`config.mk`:
```
export PLATFORM = sky130hd
export DESIGN_NAME = br_lite_inject_arbiter
export DESIGN_NICKNAME = d
export VERILOG_FILES = /design/src/rtl/br_lite_pkg.sv /design/src/rtl/br_lite_rr_arbiter.sv /design/src/rtl/br_lite_inject_arbiter.sv
export SDC_FILE = /design/constraint.sdc
export NUM_CORES = 1
export LEC_CHECK = 0
export BUFFER_PORTS_ARGS = -buffer_cell sky130_fd_sc_hd__buf_4
export CORE_AREA = 2 2 129 131
export CTS_CLUSTER_DIAMETER = 120
export DETAILED_ROUTE_END_ITERATION = 12
export DIE_AREA = 0 0 131 133
export PLACE_DENSITY = 0.65
export SKIP_LAST_GASP = 1
export SLEW_MARGIN = 0
export SYNTH_ARGS = -nofsm -noshare
export SYNTH_HDL_FRONTEND = slang
export SYNTH_SLANG_ARGS = --single-unit
```
`constraint.sdc`:
```
create_clock -name clk_i -period 2.6 [get_ports clk_i]
set_input_delay 0.39 -clock clk_i [delete_from_list [all_inputs] [get_ports clk_i]]
set_output_delay 0.39 -clock clk_i [all_outputs]
set_load 0.005 [all_outputs]
```
`src/rtl/br_lite_pkg.sv`:
```
// Shared BrLite NoC types: flit layout, service codes and field widths.
package br_lite_pkg;

  localparam int BR_ID_W      = 5;
  localparam int BR_XY_W      = 16;
  localparam int BR_PAYLOAD_W = 32;
  localparam int BR_SVC_W     = 2;

  typedef enum logic [BR_SVC_W-1:0] {
    BR_SVC_ALL = 2'd0,
    BR_SVC_TGT = 2'd1,
    BR_SVC_CLR = 2'd2,
    BR_SVC_MON = 2'd3
  } br_svc_t;

  typedef struct packed {
    logic [BR_XY_W-1:0]      source;
    logic [BR_XY_W-1:0]      target;
    logic [BR_PAYLOAD_W-1:0] payload;
    br_svc_t                 service;
    logic [BR_ID_W-1:0]      id;
  } br_data_t;

  // Packet ids wrap naturally at 2**BR_ID_W.
  function automatic logic [BR_ID_W-1:0] br_next_id(input logic [BR_ID_W-1:0] id);
    return id + BR_ID_W'(1);
  endfunction

endpackage

```
`src/rtl/br_lite_rr_arbiter.sv`:
```
// Combinational round-robin pick: first valid requester after ptr_i, wrapping.
module br_lite_rr_arbiter #(
  parameter int N = 4,
  localparam int IW = (N > 1) ? $clog2(N) : 1
) (
  input  logic [N-1:0]  valid_i,
  input  logic [IW-1:0] ptr_i,
  output logic [N-1:0]  grant_o,
  output logic [IW-1:0] idx_o,
  output logic          any_o
);

  localparam int SW = IW + 1;
  localparam logic [SW-1:0] N_V = SW'(N);

  logic [SW-1:0] w_sum;

  // Scan ptr+1 .. ptr+N (mod N); the first valid candidate wins.
  always_comb begin
    grant_o = '0;
    idx_o   = '0;
    any_o   = 1'b0;
    w_sum   = '0;
    for (int i = 1; i <= N; i++) begin
      w_sum = {1'b0, ptr_i} + SW'(i);
      if (w_sum >= N_V) w_sum = w_sum - N_V;
      if (!any_o && valid_i[w_sum[IW-1:0]]) begin
        any_o = 1'b1;
        idx_o = w_sum[IW-1:0];
      end
    end
    grant_o[idx_o] = any_o;
  end

endmodule

```
`src/rtl/br_lite_inject_arbiter.sv`:
```
// Per-PE injection controller: round-robin shares the router local port among
// REQ_CNT requesters, stamps source/id on each flit and runs the router's
// four-phase req/ack handshake.
//
// Requester side: a flit moves from requester r on a cycle where
// req_valid_i[r] & req_ready_o[r]; ready is one-hot, only ever raised in IDLE
// with busy_i low, and valid may be dropped at any time before the grant.
module br_lite_inject_arbiter
  import br_lite_pkg::*;
#(
  parameter int REQ_CNT = 4,
  parameter int STALL_W = 16
) (
  input  logic                            clk_i,
  input  logic                            rst_i,
  input  logic [BR_XY_W-1:0]              local_xy_i,
  input  logic [REQ_CNT-1:0]              req_valid_i,
  output logic [REQ_CNT-1:0]              req_ready_o,
  input  logic [REQ_CNT*BR_XY_W-1:0]      req_target_i,
  input  logic [REQ_CNT*BR_PAYLOAD_W-1:0] req_payload_i,
  input  logic [REQ_CNT*BR_SVC_W-1:0]     req_service_i,
  output br_data_t                        flit_o,
  output logic                            req_o,
  input  logic                            ack_i,
  input  logic                            busy_i,
  output logic [REQ_CNT-1:0]              done_o,
  output logic [BR_ID_W-1:0]              done_id_o,
  output logic [STALL_W-1:0]              stall_cnt_o,
  output logic [1:0]                      state_dbg_o
);

  localparam int IW = (REQ_CNT > 1) ? $clog2(REQ_CNT) : 1;

  typedef enum logic [1:0] {
    ST_IDLE    = 2'd0,
    ST_REQ     = 2'd1,
    ST_RELEASE = 2'd2
  } state_t;

  state_t                  r_state;
  state_t                  w_state_nxt;
  logic [IW-1:0]           r_ptr;
  logic [IW-1:0]           r_owner;
  logic [BR_ID_W-1:0]      r_id_cnt;
  br_data_t                r_flit;
  logic [REQ_CNT-1:0]      r_done;
  logic [BR_ID_W-1:0]      r_done_id;
  logic [STALL_W-1:0]      r_stall_cnt;

  logic [REQ_CNT-1:0]      w_grant;
  logic [IW-1:0]           w_idx;
  logic                    w_any;
  logic                    w_grant_fire;
  logic                    w_stall;
  logic [BR_XY_W-1:0]      w_sel_target;
  logic [BR_PAYLOAD_W-1:0] w_sel_payload;
  br_svc_t                 w_sel_service;

  br_lite_rr_arbiter #(.N(REQ_CNT)) u_rr (
    .valid_i (req_valid_i),
    .ptr_i   (r_ptr),
    .grant_o (w_grant),
    .idx_o   (w_idx),
    .any_o   (w_any)
  );

  assign w_grant_fire = (r_state == ST_IDLE) && w_any && !busy_i;
  assign w_stall      = (r_state == ST_IDLE) && (|req_valid_i) && busy_i;

  // Select the winning requester's target/payload/service.
  always_comb begin
    w_sel_target  = '0;
    w_sel_payload = '0;
    w_sel_service = BR_SVC_ALL;
    for (int r = 0; r < REQ_CNT; r++) begin
      if (w_idx == IW'(r)) begin
        w_sel_target  = req_target_i[r*BR_XY_W +: BR_XY_W];
        w_sel_payload = req_payload_i[r*BR_PAYLOAD_W +: BR_PAYLOAD_W];
        w_sel_service = br_svc_t'(req_service_i[r*BR_SVC_W +: BR_SVC_W]);
      end
    end
  end

  // Next-state logic for the injection handshake.
  always_comb begin
    w_state_nxt = r_state;
    case (r_state)
      ST_IDLE:    if (w_grant_fire) w_state_nxt = ST_REQ;
      ST_REQ:     if (ack_i)        w_state_nxt = ST_RELEASE;
      ST_RELEASE: if (!ack_i)       w_state_nxt = ST_IDLE;
      default:                      w_state_nxt = ST_IDLE;
    endcase
  end

  // State register.
  always_ff @(posedge clk_i) begin
    if (rst_i) r_state <= ST_IDLE;
    else       r_state <= w_state_nxt;
  end

  // Flit capture, id/pointer update, done pulse and busy-stall counter.
  always_ff @(posedge clk_i) begin
    if (rst_i) begin
      r_ptr       <= IW'(REQ_CNT - 1);
      r_owner     <= '0;
      r_id_cnt    <= '0;
      r_flit      <= '0;
      r_done      <= '0;
      r_done_id   <= '0;
      r_stall_cnt <= '0;
    end else begin
      r_done <= '0;
      if (w_grant_fire) begin
        r_flit.source  <= local_xy_i;
        r_flit.target  <= w_sel_target;
        r_flit.payload <= w_sel_payload;
        r_flit.service <= w_sel_service;
        r_flit.id      <= r_id_cnt;
        r_id_cnt       <= br_next_id(r_id_cnt);
        r_ptr          <= w_idx;
        r_owner        <= w_idx;
      end
      if ((r_state == ST_REQ) && ack_i) begin
        r_done[r_owner] <= 1'b1;
        r_done_id       <= r_flit.id;
      end
      if (w_stall && (r_stall_cnt != '1)) begin
        r_stall_cnt <= r_stall_cnt + STALL_W'(1);
      end
    end
  end

  assign req_ready_o = w_grant_fire ? w_grant : '0;
  assign req_o       = (r_state == ST_REQ);
  assign flit_o      = r_flit;
  assign done_o      = r_done;
  assign done_id_o   = r_done_id;
  assign stall_cnt_o = r_stall_cnt;
  assign state_dbg_o = r_state;

endmodule

```
# After elaboration in Yosys (flattened, before gate mapping)
# Cells that the tools add are included.
dict set report totals {
  ff_bits 107
  wordCells 106
  inputBits 224
  latch_bits 0
  mem_bits_rw 0
  mem_count 0
  mem_bits_ro 0
  output_inout_bits 103
}
dict set report classes {
  n_eq_ne 9
  reduce_logical 20
  n_addsub 10
  bitwise_logic 2
  n_mul 0
  div_mod_pow 0
  n_mux 41
  magnitude_cmp 12
  n_shift 0
}
# operator count
set op_table {}
lappend op_table {{two-way mux 32 bit} 4}
lappend op_table {{two-way mux 16 bit} 4}
lappend op_table {{two-way mux 2 bit} 15}
lappend op_table {{less-than comparator 2 x 3 -> 1 bit (second input constant)} 6}
lappend op_table {{adder 16 x 1 -> 16 bit (second input constant)} 1}
lappend op_table {{inequality test 16 bit (second input constant)} 1}
lappend op_table {{greater-or-equal comparator 3 bit (second input constant)} 4}
lappend op_table {{logical AND 1 bit} 11}
lappend op_table {{two-way mux 1 bit} 10}
lappend op_table {{binary-select mux 1 bit (select 2 bit)} 4}
lappend op_table {{subtractor 2 x 1 -> 2 bit (second input constant)} 4}
lappend op_table {{adder 2 x 2 -> 3 bit (second input constant)} 2}
lappend op_table {{equality test 2 bit (second input constant)} 3}
lappend op_table {{case mux 2 bit (3 select lines)} 1}
lappend op_table {{adder 5 x 1 -> 5 bit (second input constant)} 1}
lappend op_table {{bitwise AND 4 bit} 1}
lappend op_table {{demux 1 bit (select 2 bit)} 2}
lappend op_table {{equality test 2 x 1 -> 1 bit (second input constant)} 2}
lappend op_table {{greater-or-equal comparator 2 x 1 -> 1 bit (second input constant)} 2}
lappend op_table {{logical NOT 1 bit} 4}
lappend op_table {{logical NOT 2 bit} 2}
lappend op_table {{two-way mux 4 bit} 1}
lappend op_table {{inequality test 2 bit (second input constant)} 2}
lappend op_table {{OR reduction 4 bit} 1}
lappend op_table {{other kinds (6)} 6}

# Logic depth before layout (Yosys ltp)
dict set report logic_depth {
  word_depth 21
  depth_mapped 7
}

# By module
# Synthesis repeated with hierarchy kept, for this count alone.
dict set report hier_totals {
  hier_cells 586
  area_unflattened_um2 5402.7
}
# mod instances area_per_inst_um2 cells_per_inst
set modules_own_cells {}
lappend modules_own_cells {br_lite_inject_arbiter 1 5201.2 556}
lappend modules_own_cells {br_lite_rr_arbiter 1 201.4 30}

# Worst setup path before layout
# Ideal clock, no wire load.
dict set report synth_timing {
  path_kind {input to output}
  startpoint {input port req_valid_i[0]}
  endpoint {output port req_ready_o[0]}
  cell_stages 6
  t_arrival_ps 1500
  required_time_ps 2210
  setup_slack_ps 710
  path_cell_list {o21a_1 o21ai_0 nand2_1 buf_4 clkbuf_1 and3_1}
}
dict set report synth_between {
  elab_chain_len 18
  elab_cells_between_ends 31
  cone_classes {order compare: 2; mux: 19; bitwise: 1; reduce/logical: 9}
}
# element line
set synth_lines {}
lappend synth_lines {{start: declaration} br_lite_inject_arbiter.sv:17} ;# input logic [REQ_CNT-1:0] req_valid_i,
lappend synth_lines {{binary-select mux 1 bit (select 2 bit)} br_lite_rr_arbiter.sv:27} ;# if (!any_o && valid_i[w_sum[IW-1:0]]) begin
lappend synth_lines {{two-way mux 1 bit (implied by the code)} br_lite_rr_arbiter.sv:27}
lappend synth_lines {{two-way mux 1 bit} br_lite_rr_arbiter.sv:27}
lappend synth_lines {{logical NOT 1 bit} br_lite_rr_arbiter.sv:27}
lappend synth_lines {{logical AND 1 bit} br_lite_rr_arbiter.sv:27}
lappend synth_lines {{two-way mux 1 bit} br_lite_rr_arbiter.sv:27}
lappend synth_lines {{logical NOT 1 bit} br_lite_rr_arbiter.sv:27}
lappend synth_lines {{logical AND 1 bit} br_lite_rr_arbiter.sv:27}
lappend synth_lines {{[2 not listed]} -}
lappend synth_lines {{logical AND 1 bit} br_lite_rr_arbiter.sv:27}
lappend synth_lines {{two-way mux 2 bit} br_lite_rr_arbiter.sv:27}
lappend synth_lines {{less-than comparator 2 x 3 -> 1 bit (implied by the code) or greater-or-equal comparator 2 x 1 -> 1 bit (tied branches)} br_lite_rr_arbiter.sv:32} ;# grant_o[idx_o] = any_o;
lappend synth_lines {{logical AND 1 bit (implied by the code)} br_lite_rr_arbiter.sv:32}
lappend synth_lines {{two-way mux 1 bit (implied by the code)} br_lite_rr_arbiter.sv:32}
lappend synth_lines {{demux 1 bit (select 2 bit)} -}
lappend synth_lines {{bitwise AND 4 bit (no source line)} -}
lappend synth_lines {{two-way mux 4 bit *} br_lite_inject_arbiter.sv:133} ;# assign req_ready_o = w_grant_fire ? w_grant : '0;
lappend synth_lines {{end: declaration} br_lite_inject_arbiter.sv:18} ;# output logic [REQ_CNT-1:0] req_ready_o,
# Mark *: on every way between the ends. The rest lies on a longest branch, timed or not. The select of a mux whose other input is x is not followed.

# Final worst setup path
dict set report layout_timing {
  startpoint {register r_ptr[0]}
  endpoint {output port req_ready_o[0]}
}
dict set report layout_between {
  elab_chain_len 21
  elab_cells_between_ends 47
  cone_classes {add/sub: 8; order compare: 6; mux: 23; bitwise: 1; reduce/logical: 9}
}
# element line
set layout_lines {}
lappend layout_lines {{start: declaration} br_lite_inject_arbiter.sv:42} ;# logic [IW-1:0] r_ptr;
lappend layout_lines {{start signal: assignment} br_lite_inject_arbiter.sv:104} ;# r_ptr <= IW'(REQ_CNT - 1);
lappend layout_lines {{start signal: assignment} br_lite_inject_arbiter.sv:120} ;# r_ptr <= w_idx;
lappend layout_lines {{adder 2 x 1 -> 3 bit} br_lite_rr_arbiter.sv:25} ;# w_sum = {1'b0, ptr_i} + SW'(i);
lappend layout_lines {{greater-or-equal comparator 3 bit or subtractor 2 x 1 -> 2 bit (tied branches)} br_lite_rr_arbiter.sv:26} ;# if (w_sum >= N_V) w_sum = w_sum - N_V;
lappend layout_lines {{two-way mux 2 bit} br_lite_rr_arbiter.sv:26}
lappend layout_lines {{binary-select mux 1 bit (select 2 bit)} br_lite_rr_arbiter.sv:27}
lappend layout_lines {{two-way mux 1 bit (implied by the code)} br_lite_rr_arbiter.sv:27}
lappend layout_lines {{two-way mux 1 bit} br_lite_rr_arbiter.sv:27}
lappend layout_lines {{logical NOT 1 bit} br_lite_rr_arbiter.sv:27}
lappend layout_lines {{logical AND 1 bit} br_lite_rr_arbiter.sv:27}
lappend layout_lines {{[5 not listed]} -}
lappend layout_lines {{logical AND 1 bit} br_lite_rr_arbiter.sv:27}
lappend layout_lines {{two-way mux 2 bit} br_lite_rr_arbiter.sv:27}
lappend layout_lines {{less-than comparator 2 x 3 -> 1 bit (implied by the code) or greater-or-equal comparator 2 x 1 -> 1 bit (tied branches)} br_lite_rr_arbiter.sv:32}
lappend layout_lines {{logical AND 1 bit (implied by the code)} br_lite_rr_arbiter.sv:32}
lappend layout_lines {{two-way mux 1 bit (implied by the code)} br_lite_rr_arbiter.sv:32}
lappend layout_lines {{demux 1 bit (select 2 bit)} -}
lappend layout_lines {{bitwise AND 4 bit (no source line)} -}
lappend layout_lines {{two-way mux 4 bit *} br_lite_inject_arbiter.sv:133}
# Marks and branches as above.

==> flow_metrics.py <==
metrics = {
    "final_layout": {
        "final_nets": 1094,
        "area_growth_pct": 54.9,
        "antenna_cells": 0,
        "drive_gt1_share_pct": 47.3,
        "final_common_cell": "buf_4",
        "post-route-util_pct": 52.0,
        "final_cell_mix": "334 x buf_4, 111 x nand2_1, 107 x dfxtp_1, 101 x mux2i_1, 50 x o221ai_2",
        "fillers": 1532,
    },
    "critical_path": {
        "crit_path_max_fanout": 68,
        "critical_path_arrival_ps": 2030,
        "worst-r2r-cell-count": 6,
        "cp-end-kind": "output pin",
        "r2r-start": "r_ptr[1]$_SDFFE_PP1P_",
        "r2r-end": "flit_o[34]$_SDFFE_PP0P_",
        "r2r_setup_slack_ps": 550,
        "critPathKind": "register to output pin",
        "worstPathRequired_ps": 2210,
        "start_kind": "register",
    },
    "die": {
        "die_area_um2": 17400,
        "row_count": 47,
        "core_um2": 16200,
        "boundaryPins": 327,
        "die_h_um": 133,
        "die_x_um": 131,
        "start_util_pct": 33.6,
    },
    "placed_design": {
        "port_buffers": 326,
        "dp.final_hpwl_um": 13100,
        "place_congestion": 0.746,
    },
    "global_routing": {
        "antenna_found_initial": 0,
        "grt_pass1_wl_um": 26400,
        "grt_start_max_net_pins": 69,
        "first_global_vias": 4995,
        "grt_use_total_pct": 19.3,
        "globalRouteOverflowTotal": 0,
    },
    "logic_synthesis": {
        "yosys.area.top_type": "dfxtp_1",
        "ys_seq_area_share_pct": 39.4,
        "yosysUniqueCellTypes": 37,
        "ys_ff_latch": 107,
        "yosys.area.top_type_share_pct": 39.4,
        "yosysWarnings": 0,
        "avgSynthCellArea_um2": 9.67,
        "synth_area_leaders": "dfxtp_1 39%, mux2i_1 19%, o221ai_2 14%",
        "syn_inst": 562,
        "synth.net_count": 788,
        "syn_area_um2": 5430,
    },
    "drt": {
        "routed_wl_um": 17700,
        "wire_per_inst_um": 16.2,
        "drt_iter0_drc": 140,
        "drt.antenna.violating_nets": 0,
        "post-route-drc-count": 0,
        "firstDrtPassIters": 4,
        "vias": 5286,
        "vias_per_cell": 4.84,
    },
    "timing": {
        "final_hold_viol_count": 0,
        "fin_skew_ps": 7.54,
        "whs_ps": 275,
        "rsz0062_at_grt": "false",
        "slew_headroom_pct": 61.5,
        "maxSlewViolCount": 0,
        "worst_pin_slew_ps": 574,
        "fmax_ghz": 0.413,
        "final.setup.tns_ps": 0,
        "fin_crit_sh_pct": 93.1,
        "setup_violations": 0,
        "fin_crit_ps": 2420,
    },
    "hold_path": {
        "holdPathEnd": "flit_o[58]$_SDFFE_PP0P_",
        "hp-class": "input port to register",
        "worstHoldPathCells": 3,
        "hp-start": "local_xy_i[3]",
    },
    "power_and_ir_drop": {
        "switching_power_mw": 1.32,
        "clkPwrFrac_pct": 32.9,
        "powerDensity_nw_per_um2": 537,
        "power.share.switching_pct": 29.1,
        "power_frac_seq_pct": 40.8,
        "p_int_mw": 3.21,
        "p_leak_nw": 4.04,
        "vdd_drop_max_mv": 0.282,
        "power_frac_comb_pct": 26.4,
    },
    "clock_tree": {
        "cts_root_buf": "clkbuf_16",
        "cts_buffer_depth": 2,
        "ctsHoldBuffers": 0,
        "postCtsSetupBuffers": 0,
        "cts_tree": "yes",
        "clkTransAtPathRegs_ps": 80,
        "clk_latency_ps": 350,
        "htree_num_levels": 3,
        "clock_sinks": 107,
        "cts_buffers": 9,
        "cts_resized": 0,
    },
    "run_status": {
        "status": "finished clean",
    },
    "run": {
        "maxCapViolCount": 0,
    },
}
## worst max path at each step
| stage | start | to | slack [ps] | cells after the start |
|---|---|---|---|---|
| 2_1_floorplan | req_valid_i[0] | req_ready_o[0] | 710 | 6 |
| 3_5_place_dp | req_valid_i[0] | req_ready_o[1] | 360 | 7 |
| 4_1_cts | state_dbg_o[0]$_SDFFE_PP0P_ | req_ready_o[2] | 160 | 5 |
| 3_3_place_gp | req_valid_i[0] | req_ready_o[1] | 360 | 7 |
| 5_1_grt | r_ptr[0]$_SDFFE_PP1P_ | req_ready_o[0] | 50 | 6 |
| 6_report | r_ptr[0]$_SDFFE_PP1P_ | req_ready_o[0] | 180 | 6 |
## cell type report
class / count / area [µm²] / share of cell area [%]
inverters: 2 / 7.51 / 0.0892
well taps: 220 / 275 / 3.27
repair buffers: 338 / 2590 / 30.7
flip-flops and latches: 107 / 2140 / 25.4
clock inverters: 7 / 103 / 1.22
clock buffers: 9 / 225 / 2.68
multi-input cells: 410 / 3080 / 36.6
## synth_stat cells
master    number
nand2b_1       2
xor2_1         7
nor2b_1        2
inv_1          2
nand2_1      112
clkbuf_1      25
nor4b_1        1
or2_4          1
o21ai_0        2
o21bai_1       1
a31oi_1        1
or4_1          2
buf_4          6
buf_2          3
o21a_1         1
o221ai_2      50
or2_2          1
buf_1          3
nand3_1       13
mux2i_1      101
buf_6          6
dfxtp_1      107
nor4_1         5
and3_1         3
nor3b_1        3
xnor2_1       13
and4_1         2
a21oi_1       32
or3_1          3
nor3_1         7
and4bb_2       1
or3b_1         1
a21bo_2        1
ha_1           2
nor2_1        31
o22ai_1        1
nand4_1        8
## power by group through the flow
stage	combinational, mW	sequential (mW)	clock [mW]
floorplan	0.615	1.88	0
global placement	1.20	1.88	0
detailed placement	1.21	1.88	0
CTS	1.21	1.84	1.53
global route	1.30	1.86	1.60
finish	1.19	1.84	1.49
## state kept, by name, indices dropped and copies added (netlist names)
signal / cells
stall_cnt_o: 16
state_dbg_o: 2
r_id_cnt: 5
flit_o: 71
r_owner: 2
r_ptr: 2
done_o: 4
done_id_o: 5
## stage by stage
step | setup WS [ps] | cell area (µm²) | cells | power [mW]
3_5_place_dp | 363 | 8090 | 1077 | 3.09
5_1_grt | 48.8 | 8420 | 1093 | 4.76
6_report | 179 | 8420 | 1093 | 4.52
3_3_place_gp | 357 | 8090 | 1077 | 3.08
4_1_cts | 159 | 8420 | 1093 | 4.59
2_1_floorplan | 710 | 5430 | 562 | 2.50
## cell families (layout without fill, tap and decap cells)
family                     after synthesis  count (layout)  synth area share [%]
adders and majority gates                2               2                 0.461
AOI/OAI and AO/OA                       89              89                  17.6
buffers and inverters                   45             356                  4.42
muxes                                  101             101                  18.6
xor gates and xnor gates                20              20                  3.22
DFF                                    107             107                  39.4
and+or+nand+nor                        198             198                  16.2
## metal layers
layer / track usage, % / wire length [µm]
met5: 0 / 0
met4: 5.56 / 327
met3: 5.34 / 1280
met2: 33.6 / 8830
met1: 23.0 / 7230
## worst max-delay path, stage by stage (launching register included)
cell and delay (ps):
dfxtp_1 360, o21a_1 110, o21ai_0 420, nand2_4 100, buf_12 230, and3_1 250
buf_4 130
(Power assumes the default switching activity.)
